## src/rtl/digit_serial_adder_if.sv

```systemverilog
// +----------------------------------------------------------------------------+
// | Module  : digit_serial_adder_if                                            |
// | Brief   : Operand/result handshake bundle for digit_serial_adder.          |
// | Revision: 1.0                                                              |
// +----------------------------------------------------------------------------+
`default_nettype none

interface digit_serial_adder_if #(
   parameter int N = 32
);
   logic         in_valid;
   logic         in_ready;
   logic [N-1:0] a;
   logic [N-1:0] b;
   logic         sub;
   logic         cin;
   logic         out_valid;
   logic         out_ready;
   logic [N-1:0] sum;
   logic         cout;
   logic         overflow;

   modport master (
      output in_valid, a, b, sub, cin, out_ready,
      input  in_ready, out_valid, sum, cout, overflow
   );

   modport slave (
      input  in_valid, a, b, sub, cin, out_ready,
      output in_ready, out_valid, sum, cout, overflow
   );
endinterface

`default_nettype wire

```

## src/rtl/digit_serial_adder.sv

```systemverilog
// +----------------------------------------------------------------------------+
// | Module  : digit_serial_adder                                               |
// | Brief   : N-bit add/sub, W bits per cycle through a prefix-carry slice.    |
// |           Macro DIGIT_SERIAL_ADDER_OVERFLOW_EN enables signed overflow.    |
// | Revision: 1.0                                                              |
// +----------------------------------------------------------------------------+
`default_nettype none

module digit_serial_adder #(
   parameter int N = 32,
   parameter int W = 8
) (
   input  logic                clk,
   input  logic                rst_n,
   digit_serial_adder_if.slave bus
);

   localparam int c_D  = N / W;
   localparam int c_KW = (c_D > 1) ? $clog2(c_D) : 1;
   localparam int c_LV = $clog2(W + 1);
   localparam logic [c_KW-1:0] c_KLAST = c_KW'(c_D - 1);

   if ((W < 1) || ((N % W) != 0)) begin : g_bad_width
      $error("digit_serial_adder: N must be a positive multiple of W");
   end

   typedef enum logic [1:0] {
      S_IDLE = 2'd0,
      S_RUN  = 2'd1,
      S_DONE = 2'd2
   } state_t;

   state_t          r_state;
   state_t          w_state_nxt;
   logic            w_in_ready;
   logic            w_out_valid;
   logic            w_accept;
   logic            w_last;

   logic [N-1:0]    r_a;
   logic [N-1:0]    r_b;
   logic            r_carry;
   logic [c_KW-1:0] r_k;
   logic [N-1:0]    r_sum;
   logic            r_cout;

   logic [W-1:0]    w_ad;
   logic [W-1:0]    w_bd;
   logic [W:0]      w_g0;
   logic [W:0]      w_p0;
   logic [W:0]      w_c;
   logic [W-1:0]    w_sumd;
   logic [N-1:0]    w_a_next;
   logic [N-1:0]    w_b_next;

   always_ff @(posedge clk or negedge rst_n) begin
      if (!rst_n) begin
         r_state <= S_IDLE;
      end else begin
         r_state <= w_state_nxt;
      end
   end

   always_comb begin
      w_state_nxt = r_state;
      w_in_ready  = 1'b0;
      w_out_valid = 1'b0;
      case (r_state)
         S_IDLE: begin
            w_in_ready = 1'b1;
            if (bus.in_valid) w_state_nxt = S_RUN;
         end
         S_RUN: begin
            if (w_last) w_state_nxt = S_DONE;
         end
         S_DONE: begin
            w_out_valid = 1'b1;
            if (bus.out_ready) w_state_nxt = S_IDLE;
         end
         default: w_state_nxt = S_IDLE;
      endcase
   end

   assign w_accept = w_in_ready & bus.in_valid;
   assign w_last   = (r_k == c_KLAST);

   // Position 0 of the g/p vectors carries the registered digit carry-in.
   assign w_ad = r_a[W-1:0];
   assign w_bd = r_b[W-1:0];
   assign w_g0 = {w_ad & w_bd, r_carry};
   assign w_p0 = {w_ad ^ w_bd, 1'b0};

   for (genvar lv = 0; lv < c_LV; lv++) begin : g_lvl
      logic [W:0] w_gi;
      logic [W:0] w_pi;
      logic [W:0] w_go;
      logic [W:0] w_po;
      if (lv == 0) begin : g_first
         assign w_gi = w_g0;
         assign w_pi = w_p0;
      end else begin : g_next
         assign w_gi = g_lvl[lv-1].w_go;
         assign w_pi = g_lvl[lv-1].w_po;
      end
      for (genvar i = 0; i <= W; i++) begin : g_bit
         if (i >= (1 << lv)) begin : g_op
            assign w_go[i] = w_gi[i] | (w_pi[i] & w_gi[i-(1<<lv)]);
            assign w_po[i] = w_pi[i] & w_pi[i-(1<<lv)];
         end else begin : g_pass
            assign w_go[i] = w_gi[i];
            assign w_po[i] = w_pi[i];
         end
      end
   end

   logic w_unused_p;
   assign w_unused_p = ^g_lvl[c_LV-1].w_po;

   assign w_c    = g_lvl[c_LV-1].w_go;
   assign w_sumd = w_p0[W:1] ^ w_c[W-1:0];

   // Sum digits shift into the top of r_a as operand digits leave the bottom,
   // so after the last digit r_a's next value is the complete result.
   if (c_D == 1) begin : g_single
      assign w_a_next = w_sumd;
      assign w_b_next = '0;
   end else begin : g_multi
      assign w_a_next = {w_sumd, r_a[N-1:W]};
      assign w_b_next = {{W{1'b0}}, r_b[N-1:W]};
   end

   always_ff @(posedge clk or negedge rst_n) begin
      if (!rst_n) begin
         r_a     <= '0;
         r_b     <= '0;
         r_carry <= 1'b0;
         r_k     <= '0;
         r_sum   <= '0;
         r_cout  <= 1'b0;
      end else if (w_accept) begin
         r_a     <= bus.a;
         r_b     <= bus.sub ? ~bus.b : bus.b;
         r_carry <= bus.cin ^ bus.sub;
         r_k     <= '0;
      end else if (r_state == S_RUN) begin
         r_a     <= w_a_next;
         r_b     <= w_b_next;
         r_carry <= w_c[W];
         if (w_last) begin
            r_sum  <= w_a_next;
            r_cout <= w_c[W];
         end else begin
            r_k    <= r_k + 1'b1;
         end
      end
   end

`ifdef DIGIT_SERIAL_ADDER_OVERFLOW_EN
   logic r_c_msb;

   always_ff @(posedge clk or negedge rst_n) begin
      if (!rst_n) begin
         r_c_msb <= 1'b0;
      end else if ((r_state == S_RUN) && w_last) begin
         r_c_msb <= w_c[W-1];
      end
   end

   assign bus.overflow = r_c_msb ^ r_cout;
`else
   assign bus.overflow = 1'b0;
`endif

   assign bus.in_ready  = w_in_ready;
   assign bus.out_valid = w_out_valid;
   assign bus.sum       = r_sum;
   assign bus.cout      = r_cout;

endmodule

`default_nettype wire

```

## src/flat_wrapper.sv

```systemverilog
// flat-port wrapper written by rule: the top's interface ports become plain ports
module digit_serial_adder_flat 
#(
   parameter int N = 32,
   parameter int W = 8
)
  (clk, rst_n, bus_in_valid, bus_a, bus_b, bus_sub, bus_cin, bus_out_ready, bus_in_ready, bus_out_valid, bus_sum, bus_cout, bus_overflow);
  digit_serial_adder_if #(.N(N)) bus_i ();
  input  logic clk;
  input  logic rst_n;
  input wire logic [$bits(bus_i.in_valid)-1:0] bus_in_valid;
  input wire logic [$bits(bus_i.a)-1:0] bus_a;
  input wire logic [$bits(bus_i.b)-1:0] bus_b;
  input wire logic [$bits(bus_i.sub)-1:0] bus_sub;
  input wire logic [$bits(bus_i.cin)-1:0] bus_cin;
  input wire logic [$bits(bus_i.out_ready)-1:0] bus_out_ready;
  output wire logic [$bits(bus_i.in_ready)-1:0] bus_in_ready;
  output wire logic [$bits(bus_i.out_valid)-1:0] bus_out_valid;
  output wire logic [$bits(bus_i.sum)-1:0] bus_sum;
  output wire logic [$bits(bus_i.cout)-1:0] bus_cout;
  output wire logic [$bits(bus_i.overflow)-1:0] bus_overflow;
  assign bus_i.in_valid = bus_in_valid;
  assign bus_i.a = bus_a;
  assign bus_i.b = bus_b;
  assign bus_i.sub = bus_sub;
  assign bus_i.cin = bus_cin;
  assign bus_i.out_ready = bus_out_ready;
  assign bus_in_ready = bus_i.in_ready;
  assign bus_out_valid = bus_i.out_valid;
  assign bus_sum = bus_i.sum;
  assign bus_cout = bus_i.cout;
  assign bus_overflow = bus_i.overflow;
  digit_serial_adder #(.N(N), .W(W)) u_core (.clk(clk), .rst_n(rst_n), .bus(bus_i));
endmodule
```

## config.mk

```make
export PLATFORM = sky130hd
export DESIGN_NAME = digit_serial_adder_flat
export DESIGN_NICKNAME = d
export VERILOG_FILES = /design/src/rtl/digit_serial_adder_if.sv /design/src/rtl/digit_serial_adder.sv /design/src/flat_wrapper.sv
export SDC_FILE = /design/constraint.sdc
export NUM_CORES = 1
export LEC_CHECK = 0
export CORE_UTILIZATION = 30
export DETAILED_ROUTE_END_ITERATION = 10
export DONT_BUFFER_PORTS = 1
export HOLD_SLACK_MARGIN = 0.05
export PLACE_DENSITY = 0.41
export SLEW_MARGIN = 20
export SYNTH_ARGS = -nofsm -noshare
export SYNTH_HDL_FRONTEND = slang
export SYNTH_SLANG_ARGS = --single-unit
```

## constraint.sdc

```tcl
create_clock -name clk -period 4.55 [get_ports clk]
set_input_delay 0.455 -clock clk [delete_from_list [all_inputs] [get_ports clk]]
set_output_delay 0.455 -clock clk [all_outputs]
set_load 0.05 [all_outputs]
```

; Yosys cells after proc, flatten, opt, wreduce, memory -nomap -nowiden
; Index checks and enable logic that the tools add are counted.
[classes]
shifts = 0
n_addsub = 1
n_div = 0
n_reduce_logical = 5
mul = 0
order_cmp = 0
n_mux = 16
n_eq_ne = 7
bitwise = 62
[op_table]
columns = operator, count
row1 = two-way mux 32 bit, 5
row2 = bitwise AND 1 bit, 35
row3 = inverter 32 bit, 1
row4 = OR 1 bit, 21
row5 = XOR 8 bit, 2
row6 = two-way mux 2 bit, 6
row7 = bitwise AND 8 bit, 1
row8 = one-hot mux 2 bit (3 select lines), 1
row9 = AND reduction 3 bit, 2
row10 = "equality test 2 bit, second input constant", 2
row11 = two-way mux 1 bit, 4
row12 = "inequality test 2 x 1 -> 1 bit, second input constant", 2
row13 = "inequality test 2 bit, second input constant", 2
row14 = "adder 2 x 1 -> 2 bit, second input constant", 1
row15 = "equality test 2 x 1 -> 1 bit, second input constant", 1
row16 = logical NOT 2 bit, 1
row17 = AND reduction 2 bit, 1
row18 = nonzero test 2 bit, 1
row19 = inverter 1 bit, 1
row20 = XOR 1 bit, 1
[totals]
ramBits = 0
romBits = 0
latchBits = 0
in_bits = 70
output_inout_bits = 36
regBits = 102
memories = 0
word_cells = 98

; Logic depth before layout (Yosys ltp)
; Gate-level depths: netlist (run 1).
[logic_depth]
depth_word = 10
mapped_depth = 7
depth_no_buf = 5

; Least setup slack after synthesis (run 1)
; No wires, ideal clock.
[synth_path]
kind = reg2out
startpoint = reg u_core.r_state[1]
endpoint = out bus_out_valid
path_stages_with_launch = 6
t_arrival_ns = 1.467
setup_slack_ns = 2.628
required_time_ns = 4.095
path_buffers = 3
path_cell_list = dfrtp_1 buf_2 inv_2 buf_2 buf_2 nor2_1
[synth_via]
elab_chain_len = 2
[synth_rtl]
columns = item, line
row1 = from (decl), digit_serial_adder.sv:33  ; state_t r_state;
row2 = from (signal assigned), digit_serial_adder.sv:60  ; r_state <= w_state_nxt;
row3 = equality test 2 bit, digit_serial_adder.sv:68  ; case (r_state)
row4 = two-way mux 1 bit, digit_serial_adder.sv:68
row5 = to (decl), flat_wrapper.sv:18  ; output wire logic [$bits(bus_i.out_valid)-1:0] bus_out_valid;
; Every way passes these cells.

; Worst setup path after layout (run 1)
; Same ends and word-level chain as after synthesis.

==> impl_results.md, run 1 <==
* Total grt overflow at 0
* Buf/Inv on CP at 3
* Die Footprint at 0.01849 sq mm
* Placed cell area at between 0.005 and 0.006 sq mm
* Crit-path slowest cell: buf_4
* Final Cycle Share at 52.05%
* Crit Path Max Fanout at 34
* Final Net Count at 606
* Pint at roughly 2.6 mW
* Drt via density at ~5.6
* Logic gate share of total power at 39.9%
* Leak pwr at roughly 2.3 nW
* Worst reg2reg path startpoint: u_core.r_state[1]
* Hold WS at -0.002905 ns
* CTS max path bufs at 2
* Worst reg-to-reg setup slack at about 2.5 ns
* Die Ht at between 100 and 150 um
* Flop pwr share at between 40 and 50%
* 1st-pass router iterations at 4
* Least-Margin Pin Slew at approximately 1.0 ns
* Detail Route Antenna Nets at 0
* Post-route cell area at around 0.0058 sq mm
* Reg2reg path depth at 5
* Async SR Flop Fraction at 100.0%
* Proportion of synthesized chip area in sequential cells at about 47%
* PD cells at around 900 mW/mm^2
* Total number of vias at approximately 4,200
* Final wirelength at 15.75 mm
* Largest net degree at the start of global routing at 103
* Uppermost layer routed: met4
* Worst Clk Skew at 0.008324 ns
* Fmax achieved at between 400 and 500 MHz
* Post-Syn Instances at ~560
* Setup bufs post-CTS at 0
* Startpoint types: flop
* Met3 Wirelength at 1.001 mm
* Sw Ratio at about half
* Setup TNS at 0 ns
* CP Capture Type: output pin
* Initial antenna violation count at 0
* Clk pwr share at about 16%
* Synthesized area at around 0.0054 sq mm
* Critical path cell sequence: inv_2, buf_4, nor2_1, buf_4
* Area delta synth->final at 7.714%
* Failing checks: negative hold slack
* Largest stage delay on the critical path at about 0.45 ns
* Met2 routed WL at 7.312 mm
* Core outline area at approximately 0.017 sq mm
* Layout cells sized above 1 at 10.55%
* Vias in the first global route at about 4,300
* Max Cap Viol at 0
* Syn_nets at around 640
* Worst path arrival time at around 1.9 ns
* DRT met1 WL at approximately 7 mm
* N_diodes at 0
* Yosys warnings at 0
* Max Transition Viols Final at 0
* DR WL/cell at between 20 and 25 um
* Worst-Skew Late Latency at 0.36 ns
* CTS Sinks at about 100
* Final GP Congestion at around 0.84
* # DRC at 0
* Top_reg_cell synth: dfrtp_1
* Chip Width at around 140 um
* Slew headroom at between 30% and 40%
* Initial DRC Count at 309
* CTS root buffer: clkbuf_16
* Total power at approximately 5.2 mW
* Clock-pin transition on the worst setup and hold timing paths at about 0.08 ns
* Post-layout minimum cycle time at between 2 and 2.5 ns
* CP Class: reg -> out
* # port buffers at 0
* Final setup viols at 0
* H-tree Lvls at 3
* Num ports at between 100 and 150
* CTS buffer count at 9
* Status: finished with violations
* Final Hold Viols at 2
* Placed wire-length estimate at between 10 and 15 mm
* First-pass GRT wire length at 24.79 mm
* RSZ-0062 raised after global routing: no
* FF-to-FF End: u_core.r_carry
* Total track usage at 17.86%
* Post-layout util at 33.30%
* Flops & latches, synth at between 100 and 150
* Required @ worst endpoint at ~4.1 ns
* CTS tree: yes
* Syn_area_per_cell at 9.599 sq um
* # rows at between 40 and 50
* Post-synth EDFFs at 0
* Yosys cell types at between 40 and 50
* Cell family with most CP delay: buffers and inverters
* VDD IR-drop max at 0.2775 mV
* Most used cell, CP: buf_4
* Total net switching power at about 2.6 mW
* HP Class: in -> async
* Initial Util at between 30% and 40%
==> power groups by stage <==
stage / logic [mW] / clock network (mW) / registers, mW
CTS: 2.11 / 0.853 / 2.32
global route: 2.35 / 0.891 / 2.39
detailed placement: 2.08 / 0 / 2.34
finish: 2.08 / 0.828 / 2.31
global placement: 2.03 / 0 / 2.33
floorplan: 1.73 / 0 / 2.13
==> worst reg2reg max path: cells and delay by family, from the launching register on <==
family / cells / cell delay (ns)
AO/OA/AOI/OAI: 2 / 0.19
buffers and inverters: 1 / 0.29
flip-flops: 1 / 0.39
AND/OR/NAND/NOR: 2 / 1.05
==> logic make-up after synthesis <==
family	after synthesis	synth area share (%)
compound gates	227	25.84
xor+xnor	36	5.855
fa+ha+maj	10	2.463
buf+inv	65	5.530
flops	102	47.40
mux	25	5.228
other cells	1	0.06964
simple gates	95	7.621
==> area by class of cell <==
class	instances	area, sq um
clock buffer	10	239.0
clock inverter	6	73.82
fill	1825	11620
inverter	13	48.80
multi-input combinational	394	2540
sequential	102	2552
tap	225	281.5
timing repair buffer	6	65.06
==> state kept, by name, indices dropped and copies added (netlist names) <==
register         cells
u_core.r_state       2
u_core.r_b          32
u_core.r_a          32
u_core.bus.cout      1
u_core.bus.sum      32
u_core.r_k           2
u_core.r_carry       1
==> Yosys cell counts (2+ instances only) <==
cell | instances | share of area, %
o22a_1 | 4 | 0.65
o21ai_0 | 35 | 3.3
nor3_1 | 5 | 0.46
buf_2 | 29 | 2.7
o21bai_1 | 2 | 0.28
mux2_2 | 24 | 5.0
a211oi_2 | 2 | 0.46
a21oi_1 | 65 | 6.0
dfrtp_1 | 102 | 47
and3_1 | 2 | 0.23
a211oi_1 | 2 | 0.28
clkbuf_2 | 2 | 0.19
o31ai_1 | 2 | 0.28
a22o_1 | 8 | 1.3
clkbuf_1 | 13 | 0.91
inv_1 | 11 | 0.77
buf_1 | 4 | 0.28
o21ai_1 | 4 | 0.37
buf_4 | 4 | 0.56
o221ai_1 | 2 | 0.33
a211o_1 | 4 | 0.65
ha_1 | 9 | 2.1
and4_1 | 2 | 0.33
xor2_1 | 26 | 4.2
nand3_1 | 5 | 0.46
o311ai_1 | 2 | 0.33
o22ai_1 | 86 | 10
nor2_1 | 37 | 2.6
xnor2_1 | 10 | 1.6
nand2_1 | 39 | 2.7
==> how the worst max path moves through the flow <==
stage                            startpoint              to  slack [ns]  depth (start not counted)
final                     u_core.r_state[1]   bus_out_valid        2.18                          4
after global placement    u_core.r_state[1]  u_core.r_a[29]        2.37                          4
after floorplan           u_core.r_state[1]   bus_out_valid        2.63                          5
after global routing      u_core.r_state[1]   bus_out_valid        2.05                          4
after CTS                 u_core.r_state[1]   bus_out_valid        2.17                          4
after detailed placement  u_core.r_state[1]  u_core.r_a[29]        2.28                          4
==> what timing repair did <==
action                                 in CTS  in global routing
endpoints found under the hold margin     102                  0
gates resized for setup                     0                  0
hold buffers                                1                  0
==> placed cells by master, fill, tap and decap left out, types with 2 or more instances in the layout <==
master     count
o21ai_0       35
a211oi_1       2
o311ai_1       2
nor3_1         5
o22a_1         4
a211o_1        4
inv_6          4
a211oi_2       2
o31ai_1        2
mux2_2        24
o221ai_1       2
ha_1           9
buf_4          5
clkbuf_16      9
nand3_1        5
a22o_1         8
nor2_1        37
dfrtp_1      102
xnor2_1       10
o21bai_1       2
a21oi_1       65
and3_1         2
o22ai_1       86
and4_1         2
inv_1         11
nand2_1       39
xor2_1        26
o21ai_1        4
==> through the flow <==
step | cells | setup slack [ns] | hold WS (ns)
final | 756 | 2.182 | -0.002905
after global routing | 756 | 2.047 | 0.05253
after CTS | 756 | 2.167 | 0.05522
after detailed placement | 739 | 2.279 | 0.1628
after global placement | 739 | 2.369 | 0.1633
after floorplan | 561 | 2.628 | 0.1594
==> layer usage <==
metal / GRT usage (%) / vias up
li1: - / 1988
met1: 23.87 / 2077
met2: 28.40 / 133
met3: 4.213 / 16
met4: 5.617 / 0
met5: 0 / -
No activity file was read; power rests on OpenSTA's default activity.
==> run 2: changes to the inputs <==
==> constraint.sdc (replaced) <==
create_clock -name clk -period 2.27 [get_ports clk]
set_input_delay 0.227 -clock clk [delete_from_list [all_inputs] [get_ports clk]]
set_output_delay 0.227 -clock clk [all_outputs]
set_load 0.05 [all_outputs]
==> run 2 against run 1 <==
The flow still finishes with violations (negative hold slack). Count of clock-buffer cells in the layout unchanged. Flip-flop and latch count unchanged. Sequential share of layout area fell by 0.63 points. Die area is the same. Critical path type unchanged. Largest cell class unchanged.
==> impl_results.md, run 2 (same netlist as run 1, synthesis figures left out) <==
* Status: finished with violations
* Failing checks: negative hold slack
* Final setup viols at 0
* CTS Sinks at ~100
* Vias in the first global route at around 4,200
* Post-layout minimum cycle time at between 1.5 and 2 ns
* Core outline area at ~0.017 sq mm
* Max Cap Viol at 0
* Commonest non-fill, non-tap cell in the layout: dfrtp_1
* Final GP Congestion at around 0.93
* # port buffers at 0
* Slew headroom at around 52%
* Final Cycle Share at a little under nine tenths
* Total power at roughly 11 mW
* H-tree Lvls at 3
* CP Class: reg -> out
* RSZ-0062 raised after global routing: no
* Dpl cells at 748
* N_diodes at 0
* VDD IR-drop max at 0.6226 mV
* Fmax achieved at ~510 MHz
* Reg2reg path depth at 5
* Layout cells sized above 1 at about an eighth
* Worst-Skew Late Latency at ~0.36 ns
* CTS root buffer: clkbuf_16
* Initial DRC Count at 203
* Post-CTS sizing at 0
* CTS max path bufs at 2
* Required @ worst endpoint at just over 2 ns
* Total grt overflow at 0
* Hold buffers post-CTS at 2
* Post-layout util at between 30% and 40%
* Drt via density at 5.591
* Least-Margin Pin Slew at between 0.7 and 0.8 ns
* Setup TNS at 0 ns
* First-pass GRT wire length at around 25 mm
* Largest net degree at the start of global routing at 103
* CTS buffer count at 9
* Area delta synth->final at 9.270%
* DR WL/cell at roughly 21 um
* Worst reg2reg path startpoint: u_core.r_carry
* Num ports at 106
* HP Class: in -> async
* Hold WS at -0.4450 ns
* Worst Clk Skew at between 0.009 and 0.01 ns
* Detail Route Antenna Nets at 0
* CP startpoint: u_core.r_state[1]
* Startpoint types: flop
* Initial antenna violation count at 0
* Placed wire-length estimate at around 11 mm
* Fillers at approximately 1,800
* Max Transition Viols Final at 0
* Total track usage at 18.09%
* Crit Path Max Fanout at 36
* Initial Util at about 31%
* Leak pwr at 2.324 nW
* Final Hold Viols at slightly above 100
* CTS tree: yes
* Layout Cells excl Fill at roughly 770
* Die Ht at between 100 and 150 um
* PD cells at between 1500 and 2000 mW/mm^2
* # DRC at 0
* Most frequent cells in the layout: dfrtp_1, o22ai_1, a21oi_1, nand2_1, nor2_1
* 1st-pass router iterations at 4
* Die Footprint at 0.01849 sq mm
* Total number of vias at about 4,300
* Setup bufs post-CTS at 0
* Clock-pin transition on the worst setup and hold timing paths at 0.08 ns
* Final Net Count at just over 600
* Final wirelength at ~16 mm
* Worst path arrival time at roughly 1.7 ns
* # rows at 48
* Chip Width at approximately 140 um
* CP Capture Type: output pin
[run 2: cell types whose count changed in the layout (fill, tap and decap cells not counted), sizes merged]
cell         previous run  this run
inv                    16        15
dlygate4sd3             0         2
bufinv                  1         0
buf                     6        14
clkinvlp                0         2
[run 2: report_power, final]
part	internal [mW]	switching, mW
logic	1.85	2.56
clock network	0.793	0.776
registers	2.70	1.92
[run 2: layout make-up]
class | instances | area (sq um) | share of cell area, %
clock inverter | 6 | 52.55 | 0.8930
clock buffer | 10 | 239.0 | 4.061
timing repair buffer | 16 | 175.2 | 2.977
tap | 225 | 281.5 | 4.784
multi-input combinational | 394 | 2535 | 43.08
sequential | 102 | 2552 | 43.38
inverter | 13 | 48.80 | 0.8293
[run 2: worst max-delay path, stage by stage (launching register included)]
cell	delay, ns
dfrtp_1	0.51
inv_2	0.14
buf_4	0.41
nor2_1	0.08
buf_4	0.20
[run 2: worst paths after layout]
kind | slack (ns) | to
worst min-delay path | -0.44 | u_core.bus.sum[21]
min in group clk | 0.07 | u_core.r_a[25]
max in group asynchronous | 2.52 | u_core.r_b[26]
worst max register to register | 0.34 | u_core.bus.sum[31]
worst max-delay path | 0.33 | bus_out_valid
worst min register to register | 0.54 | u_core.r_k[1]
[run 2: metrics by stage]
stage                     hold WS, ns  setup WS [ns]  instance area, sq um
final                         -0.4450         0.3259                  5884
after global routing          -0.4648         0.2421                  5884
after detailed placement     -0.06491         0.3425                  5573
after global placement       -0.06474         0.3588                  5573
after CTS                     -0.4568         0.3192                  5884
after floorplan              -0.06859         0.4630                  5385
[run 2: routing by layer]
layer | up-vias | part of all wire [%] | global-route usage, % | wire (um)
li1 | 2000 | - | - | -
met2 | 141 | 47 | 29.73 | 7738
met3 | 19 | 6.8 | 4.549 | 1108
met5 | - | 0 | 0 | 0
met4 | 0 | 2.0 | 6.111 | 329
met1 | 2123 | 44 | 23.03 | 7231
==> run 3: changes to the inputs <==
--- a/config.mk
+++ b/config.mk
@@ -5,6 +5,7 @@
 export SDC_FILE = /design/constraint.sdc
 export NUM_CORES = 1
 export LEC_CHECK = 0
+export CAP_MARGIN = 20
 export CORE_UTILIZATION = 30
 export DETAILED_ROUTE_END_ITERATION = 10
 export DONT_BUFFER_PORTS = 1
==> results of run 3 <==
Final layout, timing and power as in run 2 (identical DEF).
